**src/rtl/uart_tx_buf.sv**
```systemverilog
// uart_tx_buf: FIFO-buffered LSB-first UART transmitter, 8N1 by default, 8E1 when UART_TX_PARITY_EN is defined
module uart_tx_buf #(
    parameter int BPS     = 9600,
    parameter int CLK_FRE = 200_000_000,
    parameter int DEPTH   = 16
) (
    input  logic                         sys_clk,
    input  logic                         sys_rst,
    input  logic [7:0]                   tx_data,
    input  logic                         tx_valid,
    output logic                         tx_ready,
    output logic                         uart_txd,
    output logic                         tx_busy,
    output logic [$clog2(DEPTH+1)-1:0]   fifo_count
);
    localparam int BAUD_CNT = CLK_FRE / BPS;
    localparam int BW = $clog2(BAUD_CNT);
    localparam int AW = $clog2(DEPTH);
    localparam int CW = $clog2(DEPTH + 1);
    localparam logic [BW-1:0] BAUD_LAST = BW'(BAUD_CNT - 1);
    localparam logic [2:0] IDLE  = 3'd0;
    localparam logic [2:0] START = 3'd1;
    localparam logic [2:0] DATA  = 3'd2;
`ifdef UART_TX_PARITY_EN
    localparam logic [2:0] PARITY = 3'd3;
`endif
    localparam logic [2:0] STOP  = 3'd4;

    logic [7:0]    mem [DEPTH];
    logic [AW-1:0] wptr, rptr;
    logic [2:0]    state, bit_cnt;
    logic [BW-1:0] baud;
    logic [7:0]    shift;
    logic          baud_end, push, pop;
`ifdef UART_TX_PARITY_EN
    logic          par;
`endif

    assign tx_ready = fifo_count != CW'(DEPTH);
    assign tx_busy  = state != IDLE;
    assign baud_end = baud == BAUD_LAST;
    assign push     = tx_valid && tx_ready;
    assign pop      = fifo_count != '0 && (state == IDLE || (state == STOP && baud_end));

    always_ff @(posedge sys_clk)
        if (push) mem[wptr] <= tx_data;

    always_ff @(posedge sys_clk) begin
        if (sys_rst) begin
            wptr       <= '0;
            rptr       <= '0;
            fifo_count <= '0;
            state      <= IDLE;
            bit_cnt    <= '0;
            baud       <= '0;
            shift      <= '0;
            uart_txd   <= 1'b1;
`ifdef UART_TX_PARITY_EN
            par        <= 1'b0;
`endif
        end else begin
            wptr       <= wptr + AW'(push);
            rptr       <= rptr + AW'(pop);
            fifo_count <= fifo_count + CW'(push) - CW'(pop);
            if (pop) begin
                shift    <= mem[rptr];
`ifdef UART_TX_PARITY_EN
                par      <= ^mem[rptr];
`endif
                state    <= START;
                baud     <= '0;
                uart_txd <= 1'b0;
            end else if (state == IDLE) begin
                baud     <= '0;
                uart_txd <= 1'b1;
            end else if (!baud_end) begin
                baud <= baud + BW'(1);
            end else begin
                baud <= '0;
                case (state)
                    START: begin
                        state    <= DATA;
                        bit_cnt  <= '0;
                        uart_txd <= shift[0];
                    end
                    DATA: begin
                        if (bit_cnt == 3'd7) begin
`ifdef UART_TX_PARITY_EN
                            state    <= PARITY;
                            uart_txd <= par;
`else
                            state    <= STOP;
                            uart_txd <= 1'b1;
`endif
                        end else begin
                            shift    <= shift >> 1;
                            bit_cnt  <= bit_cnt + 3'd1;
                            uart_txd <= shift[1];
                        end
                    end
`ifdef UART_TX_PARITY_EN
                    PARITY: begin
                        state    <= STOP;
                        uart_txd <= 1'b1;
                    end
`endif
                    default: begin
                        state    <= IDLE;
                        uart_txd <= 1'b1;
                    end
                endcase
            end
        end
    end
endmodule
```
**config.mk**
```make
export PLATFORM = sky130hd
export DESIGN_NAME = uart_tx_buf
export DESIGN_NICKNAME = d
export VERILOG_FILES = /design/src/rtl/uart_tx_buf.sv
export SDC_FILE = /design/constraint.sdc
export NUM_CORES = 1
export LEC_CHECK = 0
export ABC_AREA = 1
export ABC_CLOCK_PERIOD_IN_PS = 3800
export BUFFER_PORTS_ARGS = -buffer_cell sky130_fd_sc_hd__clkbuf_2
export CORE_MARGIN = 10
export CORE_UTILIZATION = 42
export CTS_BUF_LIST = sky130_fd_sc_hd__clkbuf_4
export DETAILED_ROUTE_END_ITERATION = 10
export PLACE_DENSITY = 0.54
export SYNTH_ARGS = -nofsm -noshare
export SYNTH_HDL_FRONTEND = slang
export SYNTH_SLANG_ARGS = --single-unit
```
**constraint.sdc**
```tcl
create_clock -name sys_clk -period 3.8 [get_ports sys_clk]
set_clock_uncertainty 0.1 [all_clocks]
set_input_delay 0.76 -clock sys_clk [delete_from_list [all_inputs] [get_ports sys_clk]]
set_output_delay 0.76 -clock sys_clk [all_outputs]
set_load 0.01 [all_outputs]
```
## After elaboration in Yosys (flattened, before gate mapping)

Memories as Yosys holds them, arrays and structs flattened. A register that Yosys moved wholly into a read port is not among the register bits.
Index checks and enable logic that the tools add are counted.

- Input bits: 11
- Bits in writable memories: 128
- Register bits after elaboration: 43
- Logic and storage cells: 66
- Memories: 1

- $add $sub $neg: 6
- Reductions and logical operators: 17
- Eq/ne operators: 11
- Bitwise logic cells: 2
- Muxes and demuxes: 20

Memory list:

| name | depth | bits a word | rd ports | clocked after Yosys merged registers in | write ports | RTL line | RTL |
|---|---|---|---|---|---|---|---|
| mem | 16 | 8 | 1 | 1 | 1 | 29 | `logic [7:0] mem [DEPTH];` |

Operator list:

| kind | number |
|---|---|
| 2-to-1 mux 8 bit | 5 |
| adder 15 x 1 -> 15 bit, second input constant | 1 |
| == test 15 bit, second input constant | 1 |
| one-hot mux 3 bit (2 select lines) | 2 |
| 2-to-1 mux 1 bit | 9 |
| adder 4 x 1 -> 4 bit | 2 |
| inequality test 2 bit, second input constant | 4 |
| == test 3 bit, second input constant | 2 |
| 2-to-1 mux 3 bit | 2 |
| AND reduction 3 bit | 2 |
| nonzero test 2 bit | 3 |
| nonzero test 3 bit | 2 |
| adder 5 x 1 -> 5 bit | 1 |
| inequality test 5 bit, second input constant | 1 |
| AND reduction 5 bit | 1 |
| nonzero test 5 bit | 1 |
| subtractor 5 x 1 -> 5 bit | 1 |
| 2-to-1 mux 4 bit | 1 |
| AND reduction 4 bit | 1 |
| OR reduction 4 bit | 1 |
| adder 3 x 1 -> 3 bit, second input constant | 1 |
| == test 3 x 1 -> 1 bit, second input constant | 1 |
| == test 3 x 2 -> 1 bit, second input constant | 1 |
| logical AND 1 bit | 3 |
| 6 further kinds | 7 |

## Logic depth before layout (Yosys ltp)

- Word-level depth: 6
- Mapped depth: 16

## Worst setup path before layout

OpenSTA, ideal clock, no wires.

- Path type: reg2reg
- From: register baud[0]
- To: register fifo_count[4]
- Path buffers: 0
- Required time: 3630 ps
- Period minus slack after synthesis: 2644 ps
- Arrival: 2475 ps
- Path slack: 1156 ps
- Cell stages (with the launch flop): 17
- Cell sequence: dfxtp_1 > inv_1 > ha_1 > inv_1 > nor2_1 > nand2_2 > nor2_4 > nand2_4 > a21oi_4 > ha_1 > inv_1 > ha_1 > inv_1 > fa_1 > o31ai_1 > o21ai_0 > a21oi_1

- Cells in the longest elaborated chain, start to end: 5

Ends and longest elaborated chain:

| item | RTL line | RTL |
|---|---|---|
| from (decl) | 32 | `logic [BW-1:0] baud;` |
| from (signal assigned) | 77 | `baud <= baud + BW'(1);` |
| == test 15 bit | 41 | `assign baud_end = baud == BAUD_LAST;` |
| logical AND 1 bit | 43 | `assign pop = fifo_count != '0 && (state == IDLE \|\| (state == STOP && baud_end));` |
| logical OR 1 bit | 43 |  |
| logical AND 1 bit | 43 |  |
| named net pop | 34 | `logic baud_end, push, pop;` |
| subtractor 5 x 1 -> 5 bit | 64 | `fifo_count <= fifo_count + CW'(push) - CW'(pop);` |
| to (signal assigned) | 64 |  |
| to (decl) | 14 | `output logic [$clog2(DEPTH+1)-1:0] fifo_count` |

The timed path passes the listed nets, and every way through them passes these cells.
A chain may end at the register's enable or synchronous reset.

## Final worst setup path

Same ends and word-level chain as after synthesis.

==> qor.yml <==
max-slew-margin-rel_pct: 41.4
finalCritPeriodShare_pct: 80.5
grt_use_met3_pct: 2.74
clockBufferDepth: 2
cts-resized-gates: 0
end_kind: "flop"
root_buffer: "clkbuf_4"
cts_hold_buffers: 0
firstDrtPassIters: 4
leakage_uw: 0.00344
drt-vias-per-instance: 4.91
crit_fanout: 10
netlist_area_sq_um: 7790
start_util_pct: 43.1
drive_gt1_share_pct: 10.1
ys_seq_elements: 171
place_hpwl_mm: 10.9
seqPwrFrac_pct: 45.0
drt_first_iter_violations: 325
post-place-ws_ns: 0.748
core_sq_um: 18100
synthFlopType: "edfxtp_1"
seq_area_frac_synth_pct: 60.4
placed_cells: 1056
antenna_found_initial: 1
synth_area_per_cell_sq_um: 9.34
grt_overflow_total: 0
yosysWarnings: 0
synth_fp_nets: 861
finalNonFillerCells: 1089
finalSetupTns_ns: 0
rr_worst_depth: 16
path_class: "flop to flop"
final_cell_mix: "nand2_1, edfxtp_1, inv_1"
ff2ff_setup_slack_ns: 0.74
nets: 872
cts_tree: "built"
finalMaxSlewViolations: 0
clkPwrFrac_pct: 20.7
htree_levels: 4
power_switching_uw: 1840
status: "finished clean"
clk_pin_slew_ns: 0.13
gp_congestion: 0.818
rows: 49
critPathCapture: "fifo_count[4]"
r2r-start: "baud[0]"
ios: 19
top_usage_layer: "met2"
syn_inst: 835
cp.required_ns: 4.20
ant_nets: 0
drc: 0
grt_max_degree: 66
ir_worst_vdd_mv: 0.293
setup_ws_ns: 0.741
cts.sinks: 171
final_common_cell: "nand2_1"
synth-edff-count: 128
p_comb_share_pct: 34.3
fmax_mhz: 327
p_per_area_nw_per_um2: 587
worstSetupStartpoint: "baud[0]"
multiInputGateArea_sq_um: 2480
die_h_microns: 156
min_period_ns: 3.06
die_w_microns: 156
final_util_pct: 46.0
syn_to_final_growth_pct: 6.63
critPathArrivalTime_ns: 3.46
worst_pin_slew_ns: 0.876
routed-via-count: 5347
wl_per_cell_microns: 15.5
async_reset_ff_share_pct: 0
critical_path.reg2reg.endpoint: "fifo_count[4]"
crit_path_start_kind: "flop"
grt_pass1_wl_mm: 27.6
cts_post_setup_buffers_inserted: 0
seqCellArea_sq_um: 4710
p_int_uw: 3040
rsz0062_at_grt: "no"
grt_use_met2_pct: 23.4
final-hold-violation-count: 0
hold_class: "flop to flop"
io_buffers: 18
wirelength_mm: 16.9
synth.distinct_cells: 41
grt_pass1_vias: 5138
nFillCells: 1711
cts-buffers-inserted: 17
maxCapViolations: 0
clk_latency_ns: 0.57
grtUsageTotal_pct: 14.6
die_area_sq_um: 24400
use_met1_pct: 19.6
setup_viol: 0
swShare_pct: 37.7
==> routing by layer <==
layer  wire length (microns)  share of wire (%)
met4                     247                1.5
met3                     449                2.7
met1                    8210                 49
met2                    7990                 47
met5                       0                  0
==> Yosys cell counts (all sizes together) (3+ instances only) <==
cell type	instances	share of area (%)
nor3b	3	0.29
xnor2	3	0.34
nand2	230	12
nand3	101	6.5
dfxtp	43	11
nor3	8	0.72
ha	14	2.2
clkbuf	9	0.43
nand4	4	0.32
inv	120	5.8
a21oi	27	2.0
edfxtp	128	49
buf	21	1.6
nor2	93	4.9
o21ai	15	0.96
==> stage by stage <==
| stage | power (uW) | instance area [sq um] | hold WS [ns] |
|---|---|---|---|
| 2_1_floorplan | 3490 | 7790 | 0.333 |
| 3_3_place_gp | 3900 | 8050 | 0.356 |
| 3_5_place_dp | 3930 | 8050 | 0.361 |
| 4_1_cts | 4940 | 8310 | 0.380 |
| 5_1_grt | 5280 | 8310 | 0.410 |
| 6_report | 4880 | 8310 | 0.378 |
==> power groups by stage <==
| stage | combinational, uW | sequential (uW) | clock, uW |
|---|---|---|---|
| 5_1_grt | 1940 | 2210 | 1130 |
| 2_1_floorplan | 1260 | 2240 | 0 |
| 6_report | 1670 | 2200 | 1010 |
| 4_1_cts | 1700 | 2200 | 1040 |
| 3_5_place_dp | 1690 | 2240 | 0 |
| 3_3_place_gp | 1670 | 2230 | 0 |
==> critical path: stages (launching register included) <==
cell and delay, ns:
dfxtp_1 0.37, inv_1 0.07, ha_1 0.18, inv_1 0.05, nor2_1 0.10, nand2_2 0.08, nor2_4 0.12, nand2_4 0.08
a21oi_4 0.27, ha_1 0.28, inv_1 0.05, ha_1 0.16, inv_1 0.06, fa_1 0.41, o31ai_1 0.31, o21ai_0 0.12
a21oi_1 0.17
==> registers in the layout, summed over array words and instances, names as in the netlist <==
| signal | count |
|---|---|
| state | 3 |
| mem | 128 |
| bit_cnt | 3 |
| shift | 8 |
| fifo_count | 5 |
| wptr | 4 |
| uart_txd | 1 |
| rptr | 4 |
| baud | 15 |
==> how the worst min path moves through the flow <==
| stage | from | endpoint | depth (start not counted) |
|---|---|---|---|
| global route | shift[7] | shift[7] | 2 |
| global placement | shift[7] | shift[7] | 2 |
| detailed placement | shift[7] | shift[7] | 2 |
| finish | shift[7] | shift[7] | 2 |
| CTS | shift[7] | shift[7] | 2 |
| floorplan | shift[7] | shift[7] | 2 |
==> cell families after synthesis <==
| kind of cell | synth area share [%] |
|---|---|
| compound gates | 3.71 |
| xor+xnor | 0.562 |
| fa+ha+maj | 2.50 |
| buf+inv | 7.88 |
| flops | 60.4 |
| simple gates | 25.0 |
==> cell type report <==
class | count | share of cell area, %
flip-flops and latches | 171 | 56.6
inverters | 122 | 5.52
well taps | 229 | 3.45
repair buffers | 22 | 1.45
multi-input cells | 512 | 29.8
clock buffers | 18 | 1.63
clock inverters | 14 | 1.52
diodes | 1 | 0.0301
Note: power is estimated with default switching activity, not from simulation.
